--- config.mk ---
export PLATFORM = sky130hd
export DESIGN_NAME = btn_event_decoder
export DESIGN_NICKNAME = d
export VERILOG_FILES = /design/src/rtl/btn_event_decoder.sv
export SDC_FILE = /design/constraint.sdc
export NUM_CORES = 1
export LEC_CHECK = 0
export ABC_AREA = 1
export CAP_MARGIN = 20
export CORE_MARGIN = 3
export CORE_UTILIZATION = 40
export CTS_CLUSTER_SIZE = 30
export DETAILED_ROUTE_END_ITERATION = 12
export GPL_ROUTABILITY_DRIVEN = 0
export PLACE_DENSITY = 0.55
export SLEW_MARGIN = 40
export SYNTH_ARGS = -nofsm -noshare
export SYNTH_HDL_FRONTEND = slang
export SYNTH_SLANG_ARGS = --single-unit
--- constraint.sdc ---
create_clock -name clk -period 3.61 [get_ports clk]
set_input_delay 0.5415 -clock clk [delete_from_list [all_inputs] [get_ports clk]]
set_output_delay 0.5415 -clock clk [all_outputs]
set_load 0.005 [all_outputs]
--- src/rtl/btn_event_decoder.sv ---
// Button event decoder: resynchronises the debounced level and turns it
// into press/release, click, double-click, long-press and repeat pulses.
module btn_event_decoder #(
  parameter int CLK_PER_MS = 100000,
  parameter int LONG_MS    = 1000,
  parameter int DCLICK_MS  = 300,
  parameter int REPEAT_MS  = 200
) (
  input  logic clk,
  input  logic rst_n,
  input  logic btn_ok,
  output logic held,
  output logic press_pulse,
  output logic release_pulse,
  output logic click,
  output logic double_click,
  output logic long_press,
  output logic repeat_pulse
);

  localparam int PW = (CLK_PER_MS > 2) ? $clog2(CLK_PER_MS) : 1;
  localparam logic [PW-1:0] PMAX = PW'(CLK_PER_MS - 1);
  localparam logic [15:0] T_LONG = 16'(LONG_MS);
  localparam logic [15:0] T_DCLK = 16'(DCLICK_MS);
  localparam logic [15:0] T_REP  = 16'(REPEAT_MS);

  typedef enum logic [2:0] {
    IDLE   = 3'd0,
    PRESS1 = 3'd1,
    WAIT2  = 3'd2,
    PRESS2 = 3'd3,
    LONG   = 3'd4
  } state_t;

  logic          r_s1;
  logic          r_s2;
  logic          r_btn_d;
  logic          r_press;
  logic          r_release;
  logic [PW-1:0] r_presc;
  logic [15:0]   r_ms_cnt;
  state_t        r_state;
  logic          r_click;
  logic          r_dclick;
  logic          r_long;
  logic          r_rep;

  logic w_rise;
  logic w_fall;
  logic w_tick;

  assign w_rise = r_s2 & ~r_btn_d;
  assign w_fall = ~r_s2 & r_btn_d;
  assign w_tick = (r_presc == PMAX);

  assign held          = r_s2;
  assign press_pulse   = r_press;
  assign release_pulse = r_release;
  assign click         = r_click;
  assign double_click  = r_dclick;
  assign long_press    = r_long;
  assign repeat_pulse  = r_rep;

  // btn_ok is from another clock domain: two flops before any use
  always_ff @(posedge clk or negedge rst_n) begin
    if (!rst_n) begin
      r_s1      <= 1'b0;
      r_s2      <= 1'b0;
      r_btn_d   <= 1'b0;
      r_press   <= 1'b0;
      r_release <= 1'b0;
    end else begin
      r_s1      <= btn_ok;
      r_s2      <= r_s1;
      r_btn_d   <= r_s2;
      r_press   <= w_rise;
      r_release <= w_fall;
    end
  end

  always_ff @(posedge clk or negedge rst_n) begin
    if (!rst_n) begin
      r_presc <= '0;
    end else if (w_tick) begin
      r_presc <= '0;
    end else begin
      r_presc <= r_presc + 1'b1;
    end
  end

  // Edges are tested before timeouts so a coincident timeout is dropped.
  // A transition below overrides the tick increment with a clear.
  always_ff @(posedge clk or negedge rst_n) begin
    if (!rst_n) begin
      r_state  <= IDLE;
      r_ms_cnt <= '0;
      r_click  <= 1'b0;
      r_dclick <= 1'b0;
      r_long   <= 1'b0;
      r_rep    <= 1'b0;
    end else begin
      r_click  <= 1'b0;
      r_dclick <= 1'b0;
      r_long   <= 1'b0;
      r_rep    <= 1'b0;
      if (w_tick && (r_ms_cnt != 16'hFFFF)) begin
        r_ms_cnt <= r_ms_cnt + 16'd1;
      end
      unique case (r_state)
        IDLE: begin
          if (w_rise) begin
            r_state  <= PRESS1;
            r_ms_cnt <= '0;
          end
        end
        PRESS1: begin
          if (w_fall) begin
            r_state  <= WAIT2;
            r_ms_cnt <= '0;
          end else if (r_ms_cnt == T_LONG) begin
            r_state  <= LONG;
            r_ms_cnt <= '0;
            r_long   <= 1'b1;
          end
        end
        WAIT2: begin
          if (w_rise) begin
            r_state  <= PRESS2;
            r_ms_cnt <= '0;
          end else if (r_ms_cnt == T_DCLK) begin
            r_state  <= IDLE;
            r_ms_cnt <= '0;
            r_click  <= 1'b1;
          end
        end
        PRESS2: begin
          if (w_fall) begin
            r_state  <= IDLE;
            r_ms_cnt <= '0;
            r_dclick <= 1'b1;
          end else if (r_ms_cnt == T_LONG) begin
            r_state  <= LONG;
            r_ms_cnt <= '0;
            r_long   <= 1'b1;
          end
        end
        LONG: begin
          if (w_fall) begin
            r_state  <= IDLE;
            r_ms_cnt <= '0;
          end else if (r_ms_cnt == T_REP) begin
            r_ms_cnt <= '0;
            r_rep    <= 1'b1;
          end
        end
        default: begin
          r_state  <= IDLE;
          r_ms_cnt <= '0;
        end
      endcase
    end
  end

endmodule
# Word level (Yosys, flattened, before mapping)
# Index checks and enable logic that the tools add are counted.
[classes] add_sub_neg=2 n_eq_ne=12 muxes=29 bitwise=4 n_reduce_logical=4
[op_table] operator="two-way mux 16 bit" n=8
[op_table] operator="case mux 16 bit (4 select lines)" n=1
[op_table] operator="two-way mux 3 bit" n=7
[op_table] operator="adder 17 x 1 -> 17 bit (second input constant)" n=1
[op_table] operator="== test 17 bit (second input constant)" n=1
[op_table] operator="two-way mux 17 bit" n=1
[op_table] operator="adder 16 x 1 -> 16 bit (second input constant)" n=1
[op_table] operator="== test 16 x 10 -> 1 bit (second input constant)" n=1
[op_table] operator="== test 16 x 8 -> 1 bit (second input constant)" n=1
[op_table] operator="== test 16 x 9 -> 1 bit (second input constant)" n=1
[op_table] operator="!= test 16 bit (second input constant)" n=1
[op_table] operator="case mux 3 bit (5 select lines)" n=1
[op_table] operator="two-way mux 1 bit" n=11
[op_table] operator="== test 3 x 2 -> 1 bit (second input constant)" n=2
[op_table] operator="!= test 2 bit (second input constant)" n=2
[op_table] operator="== test 3 x 1 -> 1 bit (second input constant)" n=1
[op_table] operator="== test 3 bit (second input constant)" n=1
[op_table] operator="zero test 3 bit" n=1
[op_table] operator="!= test 3 bit (second input constant)" n=1
[op_table] operator="AND reduction 3 bit" n=1
[op_table] operator="bitwise AND 1 bit" n=2
[op_table] operator="NOT 1 bit" n=2
[op_table] operator="OR reduction 2 bit" n=1
[op_table] operator="logical AND 1 bit" n=1
[totals] register_bits=45 input_bits=3 wordCells=63

# Longest topological paths before layout
[depth] word_depth=6 mapped_depth=14 mapped_depth_nobuf=13

# Worst setup path before layout
# Ideal clock, no wire load.
[synth_path] path_kind="register to register" startpoint="reg r_ms_cnt[0]" endpoint="reg r_ms_cnt[9]" setup_ns=0.118 arrival_ns=1.401 setup_slack_ns=2.091 path_stages_with_launch=15 path_cell_list="dfrtp_1 -> inv_1 -> ha_1 -> nand2_1 -> inv_1 -> nand2_1 -> nor2_1 -> nand2_2 -> nand2_2 -> nand2_1 -> inv_1 -> nand2_2 -> buf_6 -> nand2_1 -> nor2_2"
[synth_between] elab_chain_len=6 word_cells_on_any_way=15
[synth_lines] item="start: declaration" line="41" text="logic [15:0] r_ms_cnt;"
[synth_lines] item="start signal: assignment" line="107" text="r_ms_cnt <= r_ms_cnt + 16'd1;"
[synth_lines] item="parallel branches: the longest is 5 deep, another holds adder 16 x 1 -> 16 bit"
[synth_lines] item="case mux 16 bit (4 select lines) *" line="109" text="unique case (r_state)"
# Mark *: on every way between the ends.
# A chain may end at the register's enable or synchronous reset.

# Final worst setup path
[layout_path] startpoint="reg r_ms_cnt[0]" endpoint="reg r_ms_cnt[8]"
# Same word-level chain as after synthesis.

==> key figures <==
Run status
  – Outcome: finished, final reports clean

STA
  – Fin. Hold Viols: 0
  – Minimum clock period: 2.025 ns
  – Pins Over Slew Limit: 0
  – Final setup violation count: 0
  – RSZ-0062 raised after global routing: no
  – Final Cycle Share: 56.09%
  – Slew HR: 61.09%
  – Setup WS post-layout: 1.585 ns
  – Max Clk Rate: just under 0.5 GHz
  – Slew of the pin with the lowest slew margin: 0.5837 ns
  – Clock skew after layout: about 0.012 ns
  – Setup_tns: 0 ns

Drt
  – Final wirelength: 5.407 mm
  – DR vias: 2205
  – DRT Pass-1 Iters: 5
  – DR DRC count: 0
  – DR vias/cell: 4.773
  – Initial DRC Count: 98
  – Antenna-violating nets left: 0
  – WL per Instance: about 12 µm

Min path
  – Type of the tightest min-delay check: in -> async

Die
  – Initial Util: 41.77%
  – Area of the core: about 6500 µm²
  – Die Ht: 88.12 µm
  – Chip width: 88.12 µm
  – I/O Pins: 10
  – Die ar.: 7765 µm²
  – Num rows: 29

Logic synthesis
  – Top FF cell, synth: dfrtp_1
  – Sequential area share after synthesis: 41.74%
  – Synth unique cells: 28
  – Syn Std Cell Area: 2698 µm²
  – Top cells by area, synth: dfrtp_1, nand2_1, nor2_1
  – Cells after Synth: 372
  – Most numerous cell in the Yosys netlist: nand2_1
  – Flops & latches, synth: 45
  – Mean Syn Cell Area: 7.252 µm²
  – Post-synthesis async set-or-reset flop share: 100.0%
  – Synth Net Count: between 300 and 400
  – Yosys top cell by area: dfrtp_1
  – Synth top area share: 41.74%
  – EDFF count, synth: 0
  – Post-synth top cells: nand2_1, nor2_1, inv_1, dfrtp_1, nand4_1
  – YS warnings: 0

Critical path
  – CP Cell Sequence: ha_1, nand3_2, nor2_2, nand4_1, buf_4, nand3_1, nand2_1, nand2_1, nor2_1
  – Worst path most repeated cell: nand2_1
  – Crit path largest cell delay: 0.41 ns
  – Worst-path maximum fanout: 11
  – CP max-delay cell: nand4_1
  – Critical Path AT: 2.22 ns
  – Crit. End Element: register
  – WP data required: around 3.8 ns
  – Startpoint class of the critical path: register
  – CP Class: reg -> reg

Final layout
  – Net total in the final layout: approximately 400
  – Area Growth Syn to Fin: 8.766%
  – Final instance area: approximately 2900 µm²
  – Share of post-route cells with drive strength above 1: 10.91%
  – ANT cells: 0

Clock network
  – Post-CTS setup buffer count: 0
  – Worst-path clk slew: 0.10 ns
  – CTS Sinks: 45
  – Clk Latency, worst-skew pair: 0.30 ns
  – TritonCTS Buffers: 5
  – Clk root buf: clkbuf_8
  – Max H-tree Level: 2
  – Cts repair resizes: 0
  – Clock buffer depth: 2
  – Hold-fix buffers, CTS: 0
  – CTS tree: yes

Power
  – PD cells: 345.5 nW/µm²
  – Max rail drop VDD: 156.9 µV
  – LEAKAGE: between 1 and 1.5 nW

GRT
  – All-layer global routing usage: 15.79%
  – Largest net degree at the start of global routing: 46
  – Vias in the first global route: approximately 2100
  – First-pass GRT wire length: 9.784 mm
  – Initial antenna violation count: 0
  – Remaining global-route overflow: 0

Placement
  – DP Worst Slack: between 1.5 and 2 ns
  – Port-buffer cells: 9
  – DP Area: about 2800 µm²
  – Post-DP HPWL: 3.971 mm

Run
  – Max_cap viols: 0
[sequential cells by signal (all words and copies together), names as in the netlist]
register / flops
held: 1
press_pulse: 1
repeat_pulse: 1
r_s1: 1
long_press: 1
r_ms_cnt: 16
r_btn_d: 1
r_state: 3
r_presc: 17
click: 1
release_pulse: 1
double_click: 1
[layout make-up]
cell class	instances	area, µm²
Multi-Input combinational cell	256	1277
Clock buffer	5	68.82
Fill cell	669	3525
Tap cell	77	96.34
Clock inverter	3	22.52
Timing Repair Buffer	10	95.09
Sequential cell	45	1126
Inverter	66	247.7
[metrics by stage]
stage          hold slack (ns)  total power, mW  util, %  std cells
5_1_grt                 0.2783            1.076    45.43        462
4_1_cts                 0.2521            1.035    45.43        462
2_1_floorplan           0.2459           0.6669        -        372
6_report                0.2349            1.014    45.43        462
3_5_place_dp            0.3503           0.7024    44.01        454
3_3_place_gp            0.3321           0.7020    43.86        453
[path summary, 6_finish.rpt]
path / start / to / slack (ns) / depth (start not counted)
min reg2reg: r_s1 / held / 0.37 / 0
min: rst_n / r_presc[5] / 0.23 / 1
max in group asynchronous: rst_n / r_ms_cnt[14] / 2.98 / 1
min in group clk: r_s1 / held / 0.37 / 0
max reg2reg: r_ms_cnt[0] / r_ms_cnt[8] / 1.59 / 9
max: r_ms_cnt[0] / r_ms_cnt[8] / 1.59 / 9
[cells in the final DEF (no fill, tap or decap), types with 4 or more instances in the layout]
master           count
a21oi_1              4
clkbuf_8             5
clkdlybuf4s50_1      8
dfrtp_1             45
inv_1               61
inv_2                5
nand2_1             88
nand2_2              4
nand3_1             18
nand3_2              6
nand4_1             19
nor2_1              65
nor2_2              10
nor3_1              13
o21ai_0              5
xor2_1               6
[critical path: cells and delay by family, from the launching register on]
kind | cells | cell delay (ns)
and+or+nand+nor | 7 | 0.94
DFF | 1 | 0.39
buffers and inverters | 1 | 0.36
adders and majority gates | 1 | 0.22
[report_power, final]
part	internal, mW	switching (mW)
Sequential	0.518	0.0129
Combinational	0.0460	0.112
Clock	0.138	0.188
Total	0.701	0.312
[per-layer routing]
layer | vias to the layer above | GRT usage (%) | wire, µm
li1 | 1180 | - | -
met1 | 995 | 22.25 | 2757
met2 | 26 | 24.73 | 2447
met5 | - | 0 | 0
met3 | 4 | 2.916 | 149
met4 | 0 | 4.670 | 54
[logic make-up after synthesis]
kind of cell / Yosys count / share of synthesized area [%]
buf+inv: 71 / 10.90
compound gates: 12 / 2.365
xor+xnor: 6 / 1.948
flops: 45 / 41.74
fa+ha+maj: 3 / 1.392
simple gates: 235 / 41.65
Power figures use the tool's default switching activity.
